## src/rtl/braille_pkg.sv

```systemverilog
// Shared definitions for the Braille cell driver: widths, FSM states and
// the lowercase ASCII to 6-dot cell mapping (bit k drives dot k+1).
package braille_pkg;

  localparam int DOT_W   = 6;
  localparam int ASCII_W = 8;

  typedef enum logic [1:0] {
    ST_IDLE = 2'd0,
    ST_SHOW = 2'd1,
    ST_GAP  = 2'd2
  } state_e;

  function automatic logic is_legal_alpha(input logic [ASCII_W-1:0] ascii);
    return (ascii >= 8'h61) && (ascii <= 8'h7a);
  endfunction

  // Non-letters map to a blank cell; callers only show legal chars anyway.
  function automatic logic [DOT_W-1:0] ascii_to_braille(input logic [ASCII_W-1:0] ascii);
    logic [DOT_W-1:0] dots;
    dots = '0;
    case (ascii)
      8'h61: dots = 6'b000001;
      8'h62: dots = 6'b000011;
      8'h63: dots = 6'b001001;
      8'h64: dots = 6'b011001;
      8'h65: dots = 6'b010001;
      8'h66: dots = 6'b001011;
      8'h67: dots = 6'b011011;
      8'h68: dots = 6'b010011;
      8'h69: dots = 6'b001010;
      8'h6a: dots = 6'b011010;
      8'h6b: dots = 6'b000101;
      8'h6c: dots = 6'b000111;
      8'h6d: dots = 6'b001101;
      8'h6e: dots = 6'b011101;
      8'h6f: dots = 6'b010101;
      8'h70: dots = 6'b001111;
      8'h71: dots = 6'b011111;
      8'h72: dots = 6'b010111;
      8'h73: dots = 6'b001110;
      8'h74: dots = 6'b011110;
      8'h75: dots = 6'b100101;
      8'h76: dots = 6'b100111;
      8'h77: dots = 6'b111010;
      8'h78: dots = 6'b101101;
      8'h79: dots = 6'b111101;
      8'h7a: dots = 6'b110101;
      default: dots = '0;
    endcase
    return dots;
  endfunction

endpackage

```

## src/rtl/braille_char_fifo.sv

```systemverilog
// Small synchronous character FIFO with first-word-fall-through read data.
// A write into a full FIFO is still accepted when a pop happens in the same cycle.
module braille_char_fifo
  import braille_pkg::*;
#(
  parameter int DEPTH = 4,
  parameter int WIDTH = ASCII_W
) (
  input  logic             clk,
  input  logic             reset_n,
  input  logic             wr_en,
  input  logic [WIDTH-1:0] wr_data,
  input  logic             rd_en,
  output logic [WIDTH-1:0] rd_data,
  output logic             empty,
  output logic             wr_drop
);

  localparam int AW = $clog2(DEPTH);

  logic [AW:0]      wr_ptr_q, wr_ptr_d;
  logic [AW:0]      rd_ptr_q, rd_ptr_d;
  logic [WIDTH-1:0] mem_q [DEPTH];
  logic             full;
  logic             do_wr;
  logic             do_rd;

  // The extra pointer bit separates full from empty when the indices match.
  assign empty = (wr_ptr_q == rd_ptr_q);
  assign full  = (wr_ptr_q[AW] != rd_ptr_q[AW]) &&
                 (wr_ptr_q[AW-1:0] == rd_ptr_q[AW-1:0]);

  assign do_rd   = rd_en && !empty;
  assign do_wr   = wr_en && (!full || do_rd);
  assign wr_drop = wr_en && !do_wr;
  assign rd_data = mem_q[rd_ptr_q[AW-1:0]];

  always_comb begin
    wr_ptr_d = wr_ptr_q;
    rd_ptr_d = rd_ptr_q;
    if (do_wr) wr_ptr_d = wr_ptr_q + (AW+1)'(1);
    if (do_rd) rd_ptr_d = rd_ptr_q + (AW+1)'(1);
  end

  always_ff @(posedge clk or negedge reset_n) begin
    if (!reset_n) begin
      wr_ptr_q <= '0;
      rd_ptr_q <= '0;
      for (int i = 0; i < DEPTH; i++) mem_q[i] <= '0;
    end else begin
      wr_ptr_q <= wr_ptr_d;
      rd_ptr_q <= rd_ptr_d;
      if (do_wr) mem_q[wr_ptr_q[AW-1:0]] <= wr_data;
    end
  end

endmodule

```

## src/rtl/braille_cell_driver.sv

```systemverilog
// Buffers classifier chars and shows each as a Braille cell for a hold time
// followed by a blank gap.
//
//   state   | meaning
//   --------+--------------------------------------------------
//   ST_IDLE | nothing shown, waiting for a buffered char
//   ST_SHOW | cell driven on o_dots for HOLD_CYCLES clocks
//   ST_GAP  | blank cell for GAP_CYCLES clocks before next char
module braille_cell_driver
  import braille_pkg::*;
#(
  parameter int HOLD_CYCLES = 100_000_000,
  parameter int GAP_CYCLES  = 10_000_000,
  parameter int FIFO_DEPTH  = 4
) (
  input  logic               clk,
  input  logic               reset_n,
  input  logic               i_valid,
  input  logic [ASCII_W-1:0] i_alpha,
  input  logic               i_clr_ovf,
  output logic [DOT_W-1:0]   o_dots,
  output logic               o_dots_valid,
  output logic [ASCII_W-1:0] o_char,
  output logic               o_busy,
  output logic               o_invalid,
  output logic               o_overflow
);

  localparam int MAX_CYC = (HOLD_CYCLES > GAP_CYCLES) ? HOLD_CYCLES : GAP_CYCLES;
  localparam int CNT_W   = $clog2(MAX_CYC + 1);
  localparam logic [CNT_W-1:0] HOLD_LOAD = CNT_W'(HOLD_CYCLES - 1);
  localparam logic [CNT_W-1:0] GAP_LOAD  = CNT_W'((GAP_CYCLES > 0) ? GAP_CYCLES - 1 : 0);

  logic               in_vld_q, in_vld_d;
  logic [ASCII_W-1:0] in_char_q, in_char_d;
  logic               invalid_q, invalid_d;
  logic               ovf_q, ovf_d;

  state_e             state_q, state_d;
  logic [CNT_W-1:0]   cnt_q, cnt_d;
  logic [DOT_W-1:0]   dots_q, dots_d;
  logic [ASCII_W-1:0] char_q, char_d;

  logic               pop;
  logic               slot_free;
  logic               fifo_empty;
  logic               fifo_drop;
  logic [ASCII_W-1:0] fifo_rd_data;

  braille_char_fifo #(
    .DEPTH (FIFO_DEPTH),
    .WIDTH (ASCII_W)
  ) u_fifo (
    .clk     (clk),
    .reset_n (reset_n),
    .wr_en   (in_vld_q),
    .wr_data (in_char_q),
    .rd_en   (pop),
    .rd_data (fifo_rd_data),
    .empty   (fifo_empty),
    .wr_drop (fifo_drop)
  );

  // Legal strobes are staged one cycle before the FIFO write.
  always_comb begin
    in_vld_d  = i_valid && is_legal_alpha(i_alpha);
    in_char_d = i_alpha;
    invalid_d = i_valid && !is_legal_alpha(i_alpha);
    ovf_d     = ovf_q;
    if (i_clr_ovf) ovf_d = 1'b0;
    if (fifo_drop) ovf_d = 1'b1;
  end

  always_comb begin
    state_d   = state_q;
    cnt_d     = cnt_q;
    dots_d    = dots_q;
    char_d    = char_q;
    pop       = 1'b0;
    slot_free = 1'b0;
    case (state_q)
      ST_IDLE: slot_free = 1'b1;
      ST_SHOW: begin
        if (cnt_q == '0) begin
          if (GAP_CYCLES == 0) begin
            slot_free = 1'b1;
          end else begin
            state_d = ST_GAP;
            cnt_d   = GAP_LOAD;
            dots_d  = '0;
          end
        end else begin
          cnt_d = cnt_q - CNT_W'(1);
        end
      end
      ST_GAP: begin
        if (cnt_q == '0) slot_free = 1'b1;
        else             cnt_d     = cnt_q - CNT_W'(1);
      end
      default: state_d = ST_IDLE;
    endcase

    // End of a char (or idle): pop straight into SHOW without an idle cycle.
    if (slot_free) begin
      if (!fifo_empty) begin
        pop     = 1'b1;
        state_d = ST_SHOW;
        cnt_d   = HOLD_LOAD;
        dots_d  = ascii_to_braille(fifo_rd_data);
        char_d  = fifo_rd_data;
      end else begin
        state_d = ST_IDLE;
        cnt_d   = '0;
        dots_d  = '0;
      end
    end
  end

  always_ff @(posedge clk or negedge reset_n) begin
    if (!reset_n) begin
      in_vld_q  <= 1'b0;
      in_char_q <= '0;
      invalid_q <= 1'b0;
      ovf_q     <= 1'b0;
      state_q   <= ST_IDLE;
      cnt_q     <= '0;
      dots_q    <= '0;
      char_q    <= '0;
    end else begin
      in_vld_q  <= in_vld_d;
      in_char_q <= in_char_d;
      invalid_q <= invalid_d;
      ovf_q     <= ovf_d;
      state_q   <= state_d;
      cnt_q     <= cnt_d;
      dots_q    <= dots_d;
      char_q    <= char_d;
    end
  end

  assign o_dots       = dots_q;
  assign o_dots_valid = (state_q == ST_SHOW);
  assign o_char       = char_q;
  assign o_busy       = (state_q != ST_IDLE) || !fifo_empty;
  assign o_invalid    = invalid_q;
  assign o_overflow   = ovf_q;

endmodule
```

## config.mk

```make
export PLATFORM = sky130hd
export DESIGN_NAME = braille_cell_driver
export DESIGN_NICKNAME = d
export VERILOG_FILES = /design/src/rtl/braille_pkg.sv /design/src/rtl/braille_char_fifo.sv /design/src/rtl/braille_cell_driver.sv
export SDC_FILE = /design/constraint.sdc
export NUM_CORES = 1
export LEC_CHECK = 0
export ABC_AREA = 1
export CORE_MARGIN = 5
export CORE_UTILIZATION = 61
export CTS_BUF_LIST = sky130_fd_sc_hd__clkbuf_16
export DETAILED_ROUTE_END_ITERATION = 7
export DONT_BUFFER_PORTS = 1
export PLACE_DENSITY = 0.83
export SYNTH_ARGS = -nofsm -noshare
export SYNTH_HDL_FRONTEND = slang
export SYNTH_HIERARCHICAL = 1
export SYNTH_SLANG_ARGS = --single-unit
```

## constraint.sdc

```tcl
create_clock -name clk -period 4.3 [get_ports clk]
set_input_delay 0.43 -clock clk [delete_from_list [all_inputs] [get_ports clk]]
set_output_delay 0.43 -clock clk [all_outputs]
set_load 0.05 [all_outputs]
```

==> summary.md <==
| Metric | Value |
|---|---|
| H-tree levels | `3` |
| Most common cell after layout, fill and taps aside | `nand2_1` |
| IO Port Bufs | `0` |
| Seq/Total Area, Yosys | `43.59%` |
| Routability Congestion | `0.9249` |
| CP Class | `register to register` |
| Root buf cell | `clkbuf_16` |
| Rel. slew slack | `35.47%` |
| Final setup vio count | `0` |
| Clock Path Buffers | `2` |
| Clk_skew | `0.01238 ns` |
| Area growth from synthesis to layout | `6.468%` |
| Die ar. | `0.01062 mm2` |
| Vias | `4721` |
| Synth Register Bits | `92` |
| Hold WC Path Type | `input pin to asynchronous set/reset pin` |
| Synth cell types | `35` |
| Dpl hpwl | `9114 um` |
| Most frequent cells in the layout | `255 x nand2_1, 92 x dfrtp_1, 67 x nor2_1, 55 x nand3_1, 54 x inv_1` |
| Worst-path maximum fanout | `41` |
| Power per cell area | `832.1 mW/mm2` |
| CTS sink cnt | `92` |
| Placed Area | `0.005289 mm2` |
| Share of layout cells above drive strength 1 | `7.813%` |
| Ys flop type | `dfrtp_1` |
| Status | `finished, violations left` |
| Clk Latency, worst-skew pair | `0.36 ns` |
| Worst setup EP type | `register` |
| Post-CTS Resized | `0` |
| Fin crit period | `3.180 ns` |
| Post-CTS setup-driven buffer insertion count | `0` |
| Io pins | `30` |
| CTS tree | `done` |
| Largest net degree at the start of global routing | `93` |
| Synth Cell Area | `0.005281 mm2` |
| Worst path required time | `4.54 ns` |
| Fmax | `314.5 MHz` |
| Number of global-route vias before repair | `4692` |
| Total Nets Final | `724` |
| DR pass1 iterations | `8` |
| Least-Margin Pin Slew | `0.9644 ns` |
| FP Rows | `34` |
| Wirelength per Cell | `15.84 um` |
| Total CTS buffers | `9` |
| Global-route wire length before repair | `21970 um` |
| Clock-pin slew on the worst setup and hold paths | `0.08 ns` |
| Starting Density | `61.46%` |
| Initial antenna violation count | `0` |
| Period utilisation layout | `73.94%` |
| Grt total ovfl | `0` |
| RSZ-0062 raised after global routing | `no` |
| Final Hold Slack | `-0.02230 ns` |
| DR vias/cell | `5.814` |
| EDFF count, synth | `0` |
| Antenna cells | `0` |
| Initial drt markers | `313` |
| Pleak | `2.908 nW` |
| Total negative slack | `0 ns` |
| Failing checks | `hold timing` |
| Final hold vios | `15` |
| Mapped Avg Cell Area | `7.449 um2` |
| Crit start category | `register` |
| Largest vdd supply drop | `0.3235 mV` |
| Die Ht | `103.0 um` |
| Synth Warn # | `6` |
| Max-cap viol count | `0` |
| Chip width | `103.0 um` |
| DR DRC count | `0` |
| Syn nets | `734` |
| Fin. max-slew vios | `0` |
| Post-route design area | `0.005623 mm2` |
| Total GRT Usage | `26.30%` |
| Core area | `0.008593 mm2` |
| Worst Path Arrival | `3.42 ns` |
| Total wire length | `12860 um` |
| Post-Syn Instances | `709` |
| Post-route ant nets | `0` |
| Async S/R FF share, synth | `100.0%` |
-- kinds of logic (layout without fill, tap and decap cells) --
logic type	count (synthesis)	after routing	share of synthesized area, %
AND/OR/NAND/NOR	457	457	38.85
XOR/XNOR	6	6	0.9952
flip-flops	92	92	43.59
AO/OA/AOI/OAI	59	59	6.538
adder cells (fa/ha/maj)	13	13	3.080
buffers and inverters	82	77	6.941
-- layout make-up --
class                      count  area, um2
fill                         736       2970
multi-input combinational    535       2613
sequential                    92       2302
clock buffer                   9      225.2
inverter                      57      216.5
tap                          108      135.1
clock inverter                 7      81.33
timing repair buffer           4      50.05
-- per-stage QoR --
stage / std cells / total power (W) / utilization (%) / hold slack [ns] / worst slack, ns
final: 812 / 0.004679 / 65.43 / -0.02230 / 1.120
after global routing: 812 / 0.005074 / 65.43 / 0.03314 / 0.7793
after CTS: 812 / 0.004663 / 65.43 / 0.01534 / 1.164
after detailed placement: 795 / 0.003815 / 61.55 / 0.1371 / 1.201
after global placement: 795 / 0.003726 / 61.55 / 0.1369 / 1.364
after floorplan: 709 / 0.003356 / - / 0.1344 / 1.970
-- where the power goes --
| part | leakage (nW) | switching [W] | internal [W] |
|---|---|---|---|
| registers | 1.18 | 0.000487 | 0.00117 |
| logic | 1.57 | 0.00155 | 0.000671 |
| clock network | 0.150 | 0.000385 | 0.000416 |
| total | 2.91 | 0.00242 | 0.00226 |
-- path summary, 6_finish.rpt --
kind | from | end | slack, ns | cells past startpoint
worst max-delay path | u_fifo/rd_ptr_q[0] | u_fifo/mem_q[11] | 1.12 | 14
worst min-delay path | reset_n | state_q[0] | -0.02 | 1
worst max register to register | u_fifo/rd_ptr_q[0] | u_fifo/mem_q[11] | 1.12 | 14
worst min register to register | u_fifo/mem_q[14] | u_fifo/mem_q[14] | 0.48 | 2
max in group asynchronous | reset_n | cnt_q[14] | 3.93 | 1
min in group clk | i_alpha[3] | in_char_q[3] | 0.09 | 0
-- registers in the layout, indices dropped and copies added, names as in the netlist --
signal and count:
in_char_q 8, u_fifo/wr_ptr_q 3, state_q 2, o_dots 6
in_vld_q 1, o_overflow 1, u_fifo/rd_ptr_q 3, o_char 8
u_fifo/mem_q 32, cnt_q 27, o_invalid 1
-- metal layers --
layer	track usage (%)	wire length (um)
met3	5.616	969
met5	0	0
met2	43.86	6333
met4	10.16	286
met1	33.55	5270
-- synth_stat cells (5+ instances only) --
cell / number / area [um2]
nand2_1: 255 / 957.2
nor2_1: 67 / 251.5
ha_1: 13 / 162.7
buf_6: 5 / 56.30
buf_2: 8 / 40.04
o22ai_1: 9 / 56.30
nor3_1: 5 / 25.02
dfrtp_1: 92 / 2302
nor2_2: 8 / 50.05
nand4_1: 43 / 269.0
clkbuf_1: 9 / 33.78
o21ai_2: 5 / 43.79
nor2_4: 5 / 56.30
nand2_2: 8 / 50.05
inv_1: 54 / 202.7
o21ai_0: 29 / 145.1
a21oi_1: 7 / 35.03
nand3_1: 55 / 275.3
-- critical path, cell delays in order (launching register included) --
cell     delay [ns]
dfrtp_1        0.61
inv_4          0.26
nand2_2        0.08
nand2_2        0.08
nor2_4         0.04
nand2_1        0.12
inv_1          0.10
inv_1          0.19
nand3_4        0.30
inv_1          0.29
nor2_2         0.09
nand2_4        0.33
nand3_1        0.34
nand2_1        0.15
nand2_1        0.07
-- what timing repair did --
action	4_1_cts	5_1_grt
hold endpoints to repair	92	0
hold buffers	1	0
endpoints found under the setup margin	0	0
Power figures use the tool's default switching activity.
